$ cat src/rtl/dpm_pkg.sv
// Shared types and helpers for the parametrised simple dual-port memory.
//   collision_e : same-address read/write policy selector
//   count_w     : width of the occupancy counter for a given address width
package dpm_pkg;

  typedef enum logic {
    WRITE_FIRST = 1'b0,
    READ_FIRST  = 1'b1
  } collision_e;

  // One extra bit so the counter can hold DEPTH itself.
  function automatic int unsigned count_w(input int unsigned addr_w);
    return addr_w + 1;
  endfunction

endpackage

$ cat src/rtl/sdp_ram_core.sv
// Bare storage array with registered read and no reset, shaped for block RAM inference.
// Ports:
//   clk           clock
//   we/waddr/wdata write port
//   re/raddr      read port; rdata updates only on re and holds otherwise
//   rdata         registered read data (pre-write content on same-address access)
module sdp_ram_core #(
  parameter int unsigned DATA_W = 13,
  parameter int unsigned DEPTH  = 16,
  parameter int unsigned ADDR_W = $clog2(DEPTH)
) (
  input  logic              clk,
  input  logic              we,
  input  logic [ADDR_W-1:0] waddr,
  input  logic [DATA_W-1:0] wdata,
  input  logic              re,
  input  logic [ADDR_W-1:0] raddr,
  output logic [DATA_W-1:0] rdata
);

  logic [DATA_W-1:0] mem [DEPTH];

  // Write and registered read; callers keep both addresses in range.
  always_ff @(posedge clk) begin
    if (we) mem[waddr] <= wdata;
    if (re) rdata <= mem[raddr];
  end

endmodule

$ cat src/rtl/sdp_mem_param.sv
// Parametrised simple dual-port memory with per-entry valid tracking,
// single-cycle clear, selectable collision policy, optional output register
// and occupancy count.
// Ports:
//   clk, rst_n          clock, asynchronous active-low reset
//   clr                 synchronous clear of all valid bits (drops a same-cycle write)
//   we, waddr, wdata    write port
//   re, raddr           read port
//   rdata, rvalid, rhit read result, one-cycle valid pulse, entry-was-valid flag
//   count               number of valid entries
module sdp_mem_param
  import dpm_pkg::*;
#(
  parameter int unsigned DATA_W    = 13,
  parameter int unsigned DEPTH     = 16,
  parameter int unsigned ADDR_W    = $clog2(DEPTH),
  parameter int unsigned OUT_REG   = 0,
  parameter collision_e  COLLISION = WRITE_FIRST
) (
  input  logic              clk,
  input  logic              rst_n,
  input  logic              clr,
  input  logic              we,
  input  logic [ADDR_W-1:0] waddr,
  input  logic [DATA_W-1:0] wdata,
  input  logic              re,
  input  logic [ADDR_W-1:0] raddr,
  output logic [DATA_W-1:0] rdata,
  output logic              rvalid,
  output logic              rhit,
  output logic [ADDR_W:0]   count
);

  localparam int unsigned      CNT_W   = count_w(ADDR_W);
  localparam int unsigned      AW1     = ADDR_W + 1;
  localparam logic [AW1-1:0]   DEPTH_A = AW1'(DEPTH);

  logic [DEPTH-1:0]  valid;
  logic              w_in;
  logic              r_in;
  logic              w_ok;
  logic              fwd;
  logic              hit_now;
  logic [DATA_W-1:0] core_q;

  // Stage-1 read pipeline: qualifiers captured at the read edge.
  logic              s1_valid;
  logic              s1_hit;
  logic              s1_fwd;
  logic [DATA_W-1:0] s1_fdata;
  logic [DATA_W-1:0] s1_data;

  assign w_in    = {1'b0, waddr} < DEPTH_A;
  assign r_in    = {1'b0, raddr} < DEPTH_A;
  assign w_ok    = we & ~clr & w_in;
  assign hit_now = r_in & valid[raddr];
  // Bypass only exists for write-first and only when the write really lands.
  assign fwd     = (COLLISION == WRITE_FIRST) & w_ok & re & (waddr == raddr);

  sdp_ram_core #(
    .DATA_W (DATA_W),
    .DEPTH  (DEPTH),
    .ADDR_W (ADDR_W)
  ) u_core (
    .clk   (clk),
    .we    (w_ok),
    .waddr (waddr),
    .wdata (wdata),
    .re    (re & r_in),
    .raddr (raddr),
    .rdata (core_q)
  );

  // Valid vector and occupancy count; clear wins over a same-cycle write.
  always_ff @(posedge clk or negedge rst_n) begin
    if (!rst_n) begin
      valid <= '0;
      count <= '0;
    end else if (clr) begin
      valid <= '0;
      count <= '0;
    end else if (w_ok) begin
      valid[waddr] <= 1'b1;
      if (!valid[waddr]) count <= count + CNT_W'(1);
    end
  end

  // Read qualifiers; held between reads so the result holds too.
  always_ff @(posedge clk or negedge rst_n) begin
    if (!rst_n) begin
      s1_valid <= 1'b0;
      s1_hit   <= 1'b0;
      s1_fwd   <= 1'b0;
      s1_fdata <= '0;
    end else begin
      s1_valid <= re;
      if (re) begin
        s1_hit   <= hit_now | fwd;
        s1_fwd   <= fwd;
        s1_fdata <= wdata;
      end
    end
  end

  // Invalid or out-of-range entries read as zero; core_q is don't-care then.
  assign s1_data = s1_fwd ? s1_fdata : (s1_hit ? core_q : '0);

  if (OUT_REG != 0) begin : g_oreg
    always_ff @(posedge clk or negedge rst_n) begin
      if (!rst_n) begin
        rvalid <= 1'b0;
        rhit   <= 1'b0;
        rdata  <= '0;
      end else begin
        rvalid <= s1_valid;
        if (s1_valid) begin
          rhit  <= s1_hit;
          rdata <= s1_data;
        end
      end
    end
  end else begin : g_noreg
    assign rvalid = s1_valid;
    assign rhit   = s1_hit;
    assign rdata  = s1_data;
  end

endmodule

$ cat config.mk
export PLATFORM = sky130hd
export DESIGN_NAME = sdp_mem_param
export DESIGN_NICKNAME = d
export VERILOG_FILES = /design/src/rtl/dpm_pkg.sv /design/src/rtl/sdp_ram_core.sv /design/src/rtl/sdp_mem_param.sv
export SDC_FILE = /design/constraint.sdc
export NUM_CORES = 1
export LEC_CHECK = 0
export CAP_MARGIN = 10
export CORE_MARGIN = 10
export CORE_UTILIZATION = 49
export CTS_CLUSTER_SIZE = 10
export DETAILED_ROUTE_END_ITERATION = 6
export PLACE_DENSITY = 0.72
export SLEW_MARGIN = 20
export SYNTH_ARGS = -nofsm -noshare
export SYNTH_HDL_FRONTEND = slang
export SYNTH_HIERARCHICAL = 1
export SYNTH_SLANG_ARGS = --single-unit
$ cat constraint.sdc
create_clock -name clk -period 1.97 [get_ports clk]
set_input_delay 0.394 -clock clk [delete_from_list [all_inputs] [get_ports clk]]
set_output_delay 0.394 -clock clk [all_outputs]
set_load 0.1 [all_outputs]
==> results by group, run 1 <==
Outcome
  – Status: finished with violations
  – Failing checks: setup timing

Timing
  – RSZ-0062 raised after global routing: true
  – Worst rel slew slack: 0.4395
  – # setup viols final: 11
  – Slew Limit Fails: 0
  – F_max: between 0.4 and 0.5 GHz
  – Worst Clk Skew: 0.01145 ns
  – Hold violation count in the final report: 0
  – Worst-Margin Slew: 0.8391 ns
  – Clock period minus worst slack: 2.113 ns
  – Final Hold Slack: 0.4196 ns
  – Final worst slack: -0.1429 ns
  – Fin crit share: 1.073

Detailed routing
  – DR WL/cell: between 20 and 25 um
  – Final routed DRC violation total: 0
  – Drt via density: 5.909
  – Initial drt markers: 612
  – First drt pass iteration count: 5
  – Vias after detailed routing: 5537
  – DRT antenna net count: 0
  – Final wirelength: approximately 23000 um

Placed design
  – Dpl ws: -0.4761 ns
  – Dpl cell area: 11890 um^2
  – PortBufs: 45
  – DP HPWL: 15620 um
  – Routability Congestion: 0.8569

Critical path
  – Worst Setup SP: rhit$_DFFE_PN0P_
  – CP Data Arrival Time: about 1.7 ns
  – Launch point of the worst reg-to-reg path: valid[2]$_DFFE_PN0P_
  – Worst-path fanout max: 8
  – CP endpoint kind: output port
  – Register-to-register setup slack: 0.26 ns
  – Worst path required time: roughly 1.6 ns
  – WS Path Type: flop to output port
  – CP startpoint kind: flop

Floorplan
  – Number of I/O pins: 46
  – Row count: 52
  – Initial Util: 0.5038
  – Chip width: 164.9 um
  – Die Height: 164.9 um
  – CORE AREA: 20430 um^2
  – Area of the die: 27200 um^2

Logic synthesis
  – Compound-Gate Fraction of Synth Area: 0.04534
  – Post-synth net total: approximately 550
  – Multiplexer area fraction after synthesis: 0.1608
  – Ys Warns: 6
  – Main combinational cell family by area after synthesis: multiplexers
  – Count of cell types in the netlist: 36
  – Cells after synthesis: between 500 and 600
  – EDFF count, synth: 221
  – Synth Area in Simple Gates: 0.03100
  – Synth top area cells: edfxtp_1, dfrtp_1, mux4_2
  – Post-synthesis register bit count: 258
  – Synth Area per Inst: 19.72 um^2
  – Post-synthesis async set-or-reset flop share: 0.1434
  – Synth Area in Adders: 0.001216
  – Synth Flop Type: edfxtp_1
  – Seq/Total Area, Yosys: 0.7347
  – Synth Cell Area: 10290 um^2
  – Post-synth top area cell: edfxtp_1
  – Post-synthesis xor/xnor area fraction: 0.004255
  – Area share of the largest cell type after synthesis: 0.6448

Clock network
  – H-tree depth: 1
  – TritonCTS clock tree: done
  – Worst-skew pair later-pin latency: around 0.54 ns
  – CTS Buf Count: 29
  – Root Driver: clkbuf_16
  – CTS sink count: 258
  – Clk pin slew, worst setup/hold paths: ~0.060 ns
  – Deepest clock path buffer count: 3

GRT
  – First-pass GRT wire length: about 36000 um
  – Overflow after GRT: 0
  – Vias in the first global route: 5795
  – Initial antenna violation count: 0
  – Largest net degree at the start of global routing: 32
  – GRT Total Usage: 0.1744

Power and ir drop
  – Clock Power Share: 0.396
  – Seq pwr share: 0.510
  – Switching share of total power: 0.2257
  – LEAKAGE: 4.519 nW
  – Pint: 9.315 mW
  – Power per cell area: 939.8 nW/um^2
  – Logic pwr share: 0.094
  – NetSw: 2.715 mW
  – Worst vdd ir: 0.6203 mV

Finish
  – Nets@finish: 671
  – Layout area overhead: 24.37%
  – Layout cells sized above 1: 0.3088
  – Cell area after layout: 12800 um^2
  – ANT cells: 0

Job
  – # Max-Cap Violations: 0

Hold path
  – Hold Crit Class: primary input to asynchronous set/reset pin
cells by family (layout without fill, tap and decap cells):
kind of cell | after synthesis | after routing
fa+ha+maj | 1 | 1
flops | 258 | 258
mux | 81 | 81
simple gates | 66 | 66
xor+xnor | 5 | 5
compound gates | 64 | 64
buf+inv | 47 | 192
what timing repair did:
action / in CTS / in global routing
hold buffers: 1 / 0
gates cloned: 0 / 0
resized for setup: 6 / 8
endpoints found under the hold margin: 23 / 0
pin swaps: 0 / 1
setup buffers: 2 / 0
setup endpoints to repair: 14 / 13
per-stage QoR:
| step | instances | power (mW) | util | TNS [ns] |
|---|---|---|---|---|
| finish | 937 | 12.03 | 0.6266 | -1.250 |
| global route | 937 | 12.43 | 0.6266 | -1.711 |
| CTS | 937 | 12.10 | 0.6252 | -1.834 |
| detailed placement | 880 | 7.350 | 0.5819 | -57.24 |
| global placement | 880 | 7.314 | 0.5819 | -42.77 |
| floorplan | 522 | 6.838 | - | -0.1532 |
flip-flops by register name, summed over array words and instances, names as in the netlist:
name,cells
count,5
s1_fwd,1
valid,16
u_core/rdata,13
s1_fdata,13
u_core/mem,208
rvalid,1
rhit,1
power groups by stage:
stage	clock network [mW]	registers, mW	logic, mW
after global placement	0	6.23	1.08
after global routing	5.10	6.14	1.19
after CTS	4.84	6.13	1.13
final	4.77	6.13	1.13
after detailed placement	0	6.24	1.11
after floorplan	0	6.28	0.561
per-layer routing:
metal,share of wire,GRT usage,routed length [um]
met5,0,0,0
met4,0.016,0.04670,380
met3,0.063,0.02763,1464
met2,0.51,0.2893,11920
met1,0.41,0.2361,9518
cells in the mapped netlist, types with 2 or more instances:
library cell    n
nand3b_1        2
or3_2           3
clkbuf_1       16
nand3_1         7
nor2b_1         4
mux2_2         13
o22ai_1        16
dfrtp_1        37
edfxtp_1      221
a22oi_1        26
mux4_2         35
xor2_1          4
inv_1          21
buf_4           2
mux4_1         24
nand2b_1        3
and2_1          2
nor2_1         15
nor3_1          5
buf_6           5
nand2_1        21
o21ai_0         6
a22o_1         11
a21oi_1         3
mux2i_1         9
area by class of cell:
cell class / count / area (um^2)
fill: 1390 / 7629
clock buffer: 53 / 815.8
multi-input combinational: 217 / 2663
timing repair buffer: 117 / 1319
sequential: 258 / 7567
clock inverter: 1 / 20.02
tap: 270 / 337.8
inverter: 21 / 78.83
worst paths after layout:
path / end / cells past startpoint
max reg2reg: count[3]$_DFFE_PN0P_ / 5
min: valid[12]$_DFFE_PN0P_ / 2
max in group asynchronous: valid[0]$_DFFE_PN0P_ / 3
max: rdata[9] / 4
min reg2reg: s1_fdata[11]$_DFFE_PN0P_ / 1
min in group clk: s1_fdata[3]$_DFFE_PN0P_ / 2
critical path, cell delays in order (launching register included):
cell	delay [ns]
dfrtp_4	0.47
nor2b_4	0.15
buf_12	0.15
a22o_4	0.24
buf_12	0.17
layout by cell type (no fill, tap or decap), types with 13 or more instances in the layout:
| cell | Yosys | routed |
|---|---|---|
| o22ai_1 | 16 | 16 |
| inv_1 | 21 | 21 |
| mux4_2 | 35 | 35 |
| clkbuf_1 | 16 | 24 |
| a22oi_1 | 26 | 26 |
| buf_4 | 2 | 61 |
| mux2_2 | 13 | 13 |
| clkdlybuf4s50_1 | 0 | 22 |
| buf_12 | 0 | 31 |
| mux4_1 | 24 | 24 |
| edfxtp_1 | 221 | 221 |
| clkbuf_16 | 0 | 29 |
| nand2_1 | 21 | 18 |
| dfrtp_1 | 37 | 35 |
(Power assumes the default switching activity.)
==> run 2, diff against run 1 <==
==> constraint.sdc (replaced) <==
create_clock -name clk -period 2 [get_ports clk]
set_input_delay 0.4 -clock clk [delete_from_list [all_inputs] [get_ports clk]]
set_output_delay 0.4 -clock clk [all_outputs]
set_load 0.1 [all_outputs]
==> run 2 against run 1 <==
Net effect: the run still ends with setup timing left; register-to-register slack better by 0.07 ns; combinational power hardly changed; cell area fell by 0.55%; clock power is 3% lower; non-clock buffer count grew 4; hold slack gained 0.017 ns; critical endpoint is now rdata[11]; highest routed layer unchanged.
==> results by group, run 2 (same netlist as run 1, synthesis figures left out) <==
Outcome
  – Status: finished with violations
  – Failing checks: setup timing

Detailed routing
  – Final wirelength: 22950 um (-1.4%)
  – DR WL/cell: 24.39 um (-1.8%)
  – Met1 wire length: 9392 um (-1.3%)
  – Final routed DRC violation total: 0 (unchanged)
  – Routed met3 length: 1463 um (about the same)
  – Initial drt markers: 586 (-4.2%)
  – DRT antenna net count: 0 (unchanged)
  – Met2 WL: 11740 um (-1.5%)
  – Vias after detailed routing: 5496 (-0.74%)
  – Top sig layer: met4
  – Drt via density: 5.841 (-1.2%)
  – First drt pass iteration count: 5 (unchanged)

Hold path
  – Hold Crit Class: primary input to asynchronous set/reset pin

Timing
  – Worst Clk Skew: 0.006752 ns (-0.004702 ns)
  – Slew Limit Fails: 0 (unchanged)
  – Fin crit share: 1.052
  – Final worst slack: -0.1047 ns (+0.03820 ns)
  – Worst-Margin Slew: 1.063 ns (+0.2241 ns)
  – Clock period minus worst slack: 2.105 ns
  – F_max: 0.4751 GHz
  – Worst rel slew slack: 0.2898 (-0.1497)
  – # setup viols final: 11 (unchanged)
  – RSZ-0062 raised after global routing: true
  – Hold violation count in the final report: 0 (unchanged)

Critical path
  – Crit path max-delay family: flip-flops
  – CP max stage cell: dfrtp_4
  – WS Path Type: flop to output port
  – CP Cell Sequence: nor2b_4 -> buf_8 -> a22o_4 -> buf_12
  – CP Data Arrival Time: 1.70 ns (-0.02 ns)
  – Worst path required time: 1.60 ns (+0.02 ns)
  – Worst path bufs/invs: 2 (unchanged)
  – CP endpoint kind: output port
  – Critical Path Max Stage Delay: 0.47 ns (about the same)
  – CP startpoint kind: flop
  – Worst-path fanout max: 6 (-2)

Finish
  – Largest registers: u_core/mem: 208 flops, valid: 16 flops
  – Max FFs per register: 208 (unchanged)
  – Layout area overhead: 23.69%
  – Biggest register: u_core/mem
  – Fill count: 1364 (-1.9%)
  – Commonest non-fill, non-tap cell in the layout: edfxtp_1
  – Nets@finish: 675 (+0.60%)
  – Register Area: 7567 um^2 (unchanged)
  – ANT cells: 0 (unchanged)
  – Most frequent cells in the layout: edfxtp_1, buf_4, mux4_2, dfrtp_1, clkbuf_16
  – Layout cells sized above 1: 0.3025 (-0.006312)
  – Multi-input logic area: 2643 um^2 (-0.75%)
  – Post-layout util: 0.6232 (-0.003429)

Floorplan
  – Chip width: 164.9 um (unchanged)
  – CORE AREA: 20430 um^2 (unchanged)
  – Area of the die: 27200 um^2 (unchanged)
  – Die Height: 164.9 um (unchanged)
  – Number of I/O pins: 46 (unchanged)
  – Initial Util: 0.5038 (unchanged)
  – Row count: 52 (unchanged)

Clock network
  – CTS sink count: 258 (unchanged)
  – H-tree depth: 1 (unchanged)
  – Deepest clock path buffer count: 3 (unchanged)
  – TritonCTS clock tree: done
  – Worst-skew pair later-pin latency: 0.53 ns (about the same)
  – Clk pin slew, worst setup/hold paths: 0.06 ns (about the same)
  – CTS Buf Count: 29 (unchanged)
  – Root Driver: clkbuf_16

GRT
  – Vias in the first global route: 5866 (+1.2%)
  – Largest net degree at the start of global routing: 32 (unchanged)
  – Overflow after GRT: 0 (unchanged)
  – Initial antenna violation count: 0 (unchanged)
  – GRT Total Usage: 0.1744 (about the same)
  – First-pass GRT wire length: 36050 um (about the same)

Placed design
  – Routability Congestion: 0.9170 (+7.0%)
  – DP HPWL: 15550 um (-0.45%)
  – PortBufs: 45 (unchanged)
  – Dpl ws: -0.3690 ns (+0.1070 ns)

Power and ir drop
  – Clock Power Share: 0.393 (-0.003)
  – Worst vdd ir: 0.5272 mV (-15%)
  – Logic pwr share: 0.094 (about the same)
  – Power per cell area: 923.9 nW/um^2 (-1.7%)
  – LEAKAGE: 4.520 nW (about the same)
  – Design Power: 11.76 mW (-2.2%)
  – Pint: 9.149 mW (-1.8%)
  – NetSw: 2.613 mW (-3.8%)
  – Seq pwr share: 0.513 (+0.003)
  – Switching share of total power: 0.2221 (-0.003564)

Job
  – # Max-Cap Violations: 0 (unchanged)
## run 2: changes by cell type in the layout (fill, tap and decap cells not counted), moves of 2 or more
cell,previous run,this run
nor2_2,4,0
buf_8,0,2
nand2_2,3,0
buf_4,61,69
buf_12,31,24
nand2_1,18,21
nor2_1,11,15
## run 2: final cells by class
class / instances / share of cell area
flip-flops and latches: 258 / 0.5944
multi-input cells: 217 / 0.2076
repair buffers: 121 / 0.1005
clock buffers: 53 / 0.06408
well taps: 270 / 0.02654
inverters: 21 / 0.006192
clock inverters: 1 / 0.0006880
## run 2: timing repair
item | CTS | global route
gates cloned | 1 | 0
setup buffers | 1 | 0
hold buffers | 1 | 0
setup endpoints to repair | 11 | 13
hold endpoints to repair | 29 | 0
gates resized for setup | 7 | 3
## run 2: power groups by stage
stage | Combinational (mW) | Sequential (mW) | Clock (mW)
finish | 1.10 | 6.03 | 4.63
global placement | 1.06 | 6.14 | 0
global route | 1.16 | 6.04 | 4.95
floorplan | 0.551 | 6.18 | 0
CTS | 1.11 | 6.04 | 4.71
detailed placement | 1.08 | 6.14 | 0
## run 2: worst reg2reg max path, delay by kind of cell, from the launching register on
kind | cells | cell delay, ns
muxes | 2 | 0.97
DFF | 1 | 0.41
AOI/OAI and AO/OA | 1 | 0.19
## run 2: worst paths after layout
kind	from	slack [ns]	cells after the start	endpoint
max	rhit$_DFFE_PN0P_	-0.10	4	rdata[11]
min in group clk	wdata[3]	0.52	2	s1_fdata[3]$_DFFE_PN0P_
min reg2reg	s1_fdata[1]$_DFFE_PN0P_	0.53	1	s1_fdata[1]$_DFFE_PN0P_
max reg2reg	valid[13]$_DFFE_PN0P_	0.33	3	rhit$_DFFE_PN0P_
max in group asynchronous	rst_n	0.94	3	s1_fdata[5]$_DFFE_PN0P_
min	rst_n	0.44	2	valid[4]$_DFFE_PN0P_
## run 2: metal layers
layer  GRT usage  up-vias
li1            -     2391
met1      0.2354     2863
met2      0.2889      204
met3     0.02962       38
met4     0.04589        0
met5           0        -
## run 2: stage by stage
step	instance area (um^2)	TNS (ns)	std cells	hold slack, ns
6_report	12730	-1.002	941	0.4366
5_1_grt	12730	-1.372	941	0.4852
4_1_cts	12720	-1.303	941	0.4501
3_5_place_dp	11850	-50.34	884	0.4794
3_3_place_gp	11850	-45.82	884	0.4549
2_1_floorplan	10430	-7.138	522	0.1044
==> run 3, diff against run 2 <==
--- a/config.mk
+++ b/config.mk
@@ -8,6 +8,7 @@
 export CAP_MARGIN = 10
 export CORE_MARGIN = 10
 export CORE_UTILIZATION = 49
+export CTS_BUF_LIST = sky130_fd_sc_hd__clkbuf_4 sky130_fd_sc_hd__clkbuf_8 sky130_fd_sc_hd__clkbuf_16
 export CTS_CLUSTER_SIZE = 10
 export DETAILED_ROUTE_END_ITERATION = 6
 export PLACE_DENSITY = 0.72
==> run 3 against run 2 <==
Net effect: the run still ends with setup timing left; sequential share of layout area shrank 0.42 points; largest cell class unchanged; critical path depth unchanged; die area is the same; highest routed layer unchanged; routed wire length up 0.33%; fmax is essentially flat; total power up 2.7%; first-iteration DRC count shrank 7.0%; sequential power is essentially flat; sequential cell count unchanged.
==> results by group, run 3 (same netlist as run 1, synthesis figures left out) <==
Outcome
  – Status: finished with violations
  – Failing checks: setup timing

Timing
  – Slew Limit Fails: 0 (unchanged)
  – Final Hold Slack: 0.4378 ns (+0.001175 ns)
  – Worst-Margin Slew: 1.006 ns (-0.05713 ns)
  – RSZ-0062 raised after global routing: true
  – Final worst slack: -0.1047 ns (+0.00003800 ns)
  – Hold violation count in the final report: 0 (unchanged)
  – Setup TNS: -0.9804 ns (+0.02126 ns)
  – # setup viols final: 11 (unchanged)
  – Fin crit share: 1.052 (about the same)
  – Worst Clk Skew: 0.007794 ns (+0.001042 ns)
  – Clock period minus worst slack: 2.105 ns (-0.00003800 ns)
  – Worst rel slew slack: 0.3279 (+0.03816)
  – F_max: 0.4751 GHz (about the same)

Critical path
  – CP startpoint kind: flop
  – Critical Path Max Stage Delay: 0.47 ns (about the same)
  – Crit path max-delay family: flip-flops
  – Critical Path Stages: 4 (unchanged)
  – Worst path bufs/invs: 2 (unchanged)
  – Worst Setup SP: rhit$_DFFE_PN0P_
  – CP endpoint: rdata[11]
  – CP Cell Sequence: nor2b_4 -> buf_8 -> a22o_4 -> buf_12
  – CP endpoint kind: output port
  – Launch point of the worst reg-to-reg path: valid[13]$_DFFE_PN0P_
  – Register-to-register setup slack: 0.33 ns (about the same)
  – Worst path required time: 1.60 ns (about the same)
  – Worst r2r dst: rhit$_DFFE_PN0P_
  – Worst-path fanout max: 6 (unchanged)
  – CP Data Arrival Time: 1.70 ns (about the same)
  – Reg2Reg Depth: 3 (unchanged)
  – CP max stage cell: dfrtp_4
  – WS Path Type: flop to output port

Clock network
  – Deepest clock path buffer count: 3 (unchanged)
  – H-tree depth: 1 (unchanged)
  – Worst-skew pair later-pin latency: 0.53 ns (about the same)
  – CTS sink count: 258 (unchanged)
  – CTS Buf Count: 29 (unchanged)
  – TritonCTS clock tree: done
  – Root Driver: clkbuf_16
  – Clk pin slew, worst setup/hold paths: 0.06 ns (about the same)

Placed design
  – Routability Congestion: 0.9170 (unchanged)
  – PortBufs: 45 (unchanged)
  – Dpl ws: -0.3690 ns (unchanged)
  – DP HPWL: 15550 um (unchanged)

Finish
  – Nets@finish: 675 (unchanged)
  – Biggest register: u_core/mem
  – Max FFs per register: 208 (unchanged)
  – Layout cells sized above 1: 0.3383 (+0.03577)
  – Commonest non-fill, non-tap cell in the layout: edfxtp_1
  – Largest registers: u_core/mem: 208 flops, valid: 16 flops
  – Layout area overhead: 24.57%
  – ANT cells: 0 (unchanged)
  – Most frequent cells in the layout: edfxtp_1, buf_4, mux4_2, dfrtp_1, clkbuf_16

Power and ir drop
  – Logic pwr share: 0.091 (-0.003)
  – Clock Power Share: 0.410 (+0.017)
  – NetSw: 2.610 mW (about the same)
  – Seq pwr share: 0.499 (-0.014)
  – Power per cell area: 942.6 nW/um^2 (+2.0%)
  – Worst vdd ir: 0.5270 mV (about the same)
  – LEAKAGE: 4.602 nW (+1.8%)
  – Switching share of total power: 0.2160 (-0.006132)
  – Pint: 9.475 mW (+3.6%)
  – Design Power: 12.09 mW (+2.7%)

GRT
  – First-pass GRT wire length: 36070 um (about the same)
  – GRT Total Usage: 0.1745 (about the same)
  – Largest net degree at the start of global routing: 32 (unchanged)
  – Overflow after GRT: 0 (unchanged)
  – Vias in the first global route: 5869 (+0.051%)
  – Initial antenna violation count: 0 (unchanged)

Detailed routing
  – First drt pass iteration count: 5 (unchanged)
  – Drt via density: 5.855 (+0.25%)
  – Final routed DRC violation total: 0 (unchanged)
  – Final wirelength: 23020 um (+0.33%)
  – Initial drt markers: 545 (-7.0%)
  – DRT antenna net count: 0 (unchanged)
  – DR WL/cell: 24.47 um (+0.33%)
  – Vias after detailed routing: 5510 (+0.25%)

Floorplan
  – Area of the die: 27200 um^2 (unchanged)
  – Initial Util: 0.5038 (unchanged)
  – Die Height: 164.9 um (unchanged)
  – Number of I/O pins: 46 (unchanged)
  – Chip width: 164.9 um (unchanged)
  – CORE AREA: 20430 um^2 (unchanged)
  – Row count: 52 (unchanged)

Hold path
  – Hold Crit Class: primary input to asynchronous set/reset pin

Job
  – # Max-Cap Violations: 0 (unchanged)
[run 3: changes by cell type in the layout (fill, tap and decap cells not counted)]
cell / delta
clkbuf_1: -24
clkbuf_4: +24
[run 3: how the worst min path moves through the flow]
stage	startpoint	end	slack, ns
after floorplan	rst_n	count[0]$_DFFE_PN0P_	0.10
after global placement	rst_n	valid[6]$_DFFE_PN0P_	0.45
after detailed placement	rst_n	valid[6]$_DFFE_PN0P_	0.48
after CTS	rst_n	valid[6]$_DFFE_PN0P_	0.45
after global routing	rst_n	valid[5]$_DFFE_PN0P_	0.49
final	rst_n	valid[4]$_DFFE_PN0P_	0.44
[run 3: power groups by stage]
stage / sequential (mW) / clock (mW) / combinational [mW]
after floorplan: 6.18 / 0 / 0.551
after global placement: 6.14 / 0 / 1.06
after detailed placement: 6.14 / 0 / 1.08
after CTS: 6.04 / 5.03 / 1.11
after global routing: 6.04 / 5.27 / 1.16
final: 6.03 / 4.95 / 1.10
[run 3: metrics by stage]
| step | cell area, um^2 | util | std cells |
|---|---|---|---|
| 6_report | 12820 | 0.6276 | 941 |
| 4_1_cts | 12810 | 0.6271 | 941 |
| 2_1_floorplan | 10430 | - | 522 |
| 3_3_place_gp | 11850 | 0.5798 | 884 |
| 3_5_place_dp | 11850 | 0.5798 | 884 |
| 5_1_grt | 12820 | 0.6276 | 941 |
[run 3: worst register-to-register path: stages (launching register included)]
cell and delay [ns]:
dfrtp_1 0.40, mux4_2 0.49, mux4_2 0.48, o22a_1 0.19
[run 3: what timing repair did]
| action | in CTS | in global routing |
|---|---|---|
| cloned | 1 | 0 |
| resized for setup | 7 | 3 |
| setup buffers | 1 | 0 |
| endpoints found under the setup margin | 11 | 13 |
| hold buffers | 1 | 0 |
| pin swaps | 0 | 1 |
| hold endpoints to repair | 29 | 0 |
[run 3: final cells by class]
type	instances	area, um^2
fillers	1355	7609
flip-flops and latches	258	7567
repair buffers	121	1280
multi-input cells	217	2643
clock buffers	53	905.9
well taps	270	337.8
clock inverters	1	8.758
inverters	21	78.83
[run 3: per-layer routing]
layer / GRT usage / up-vias / share of wire
met3: 0.02888 / 29 / 0.064
met1: 0.2350 / 2887 / 0.41
met2: 0.2911 / 202 / 0.51
met4: 0.04388 / 0 / 0.012
li1: - / 2392 / -
met5: 0 / - / 0
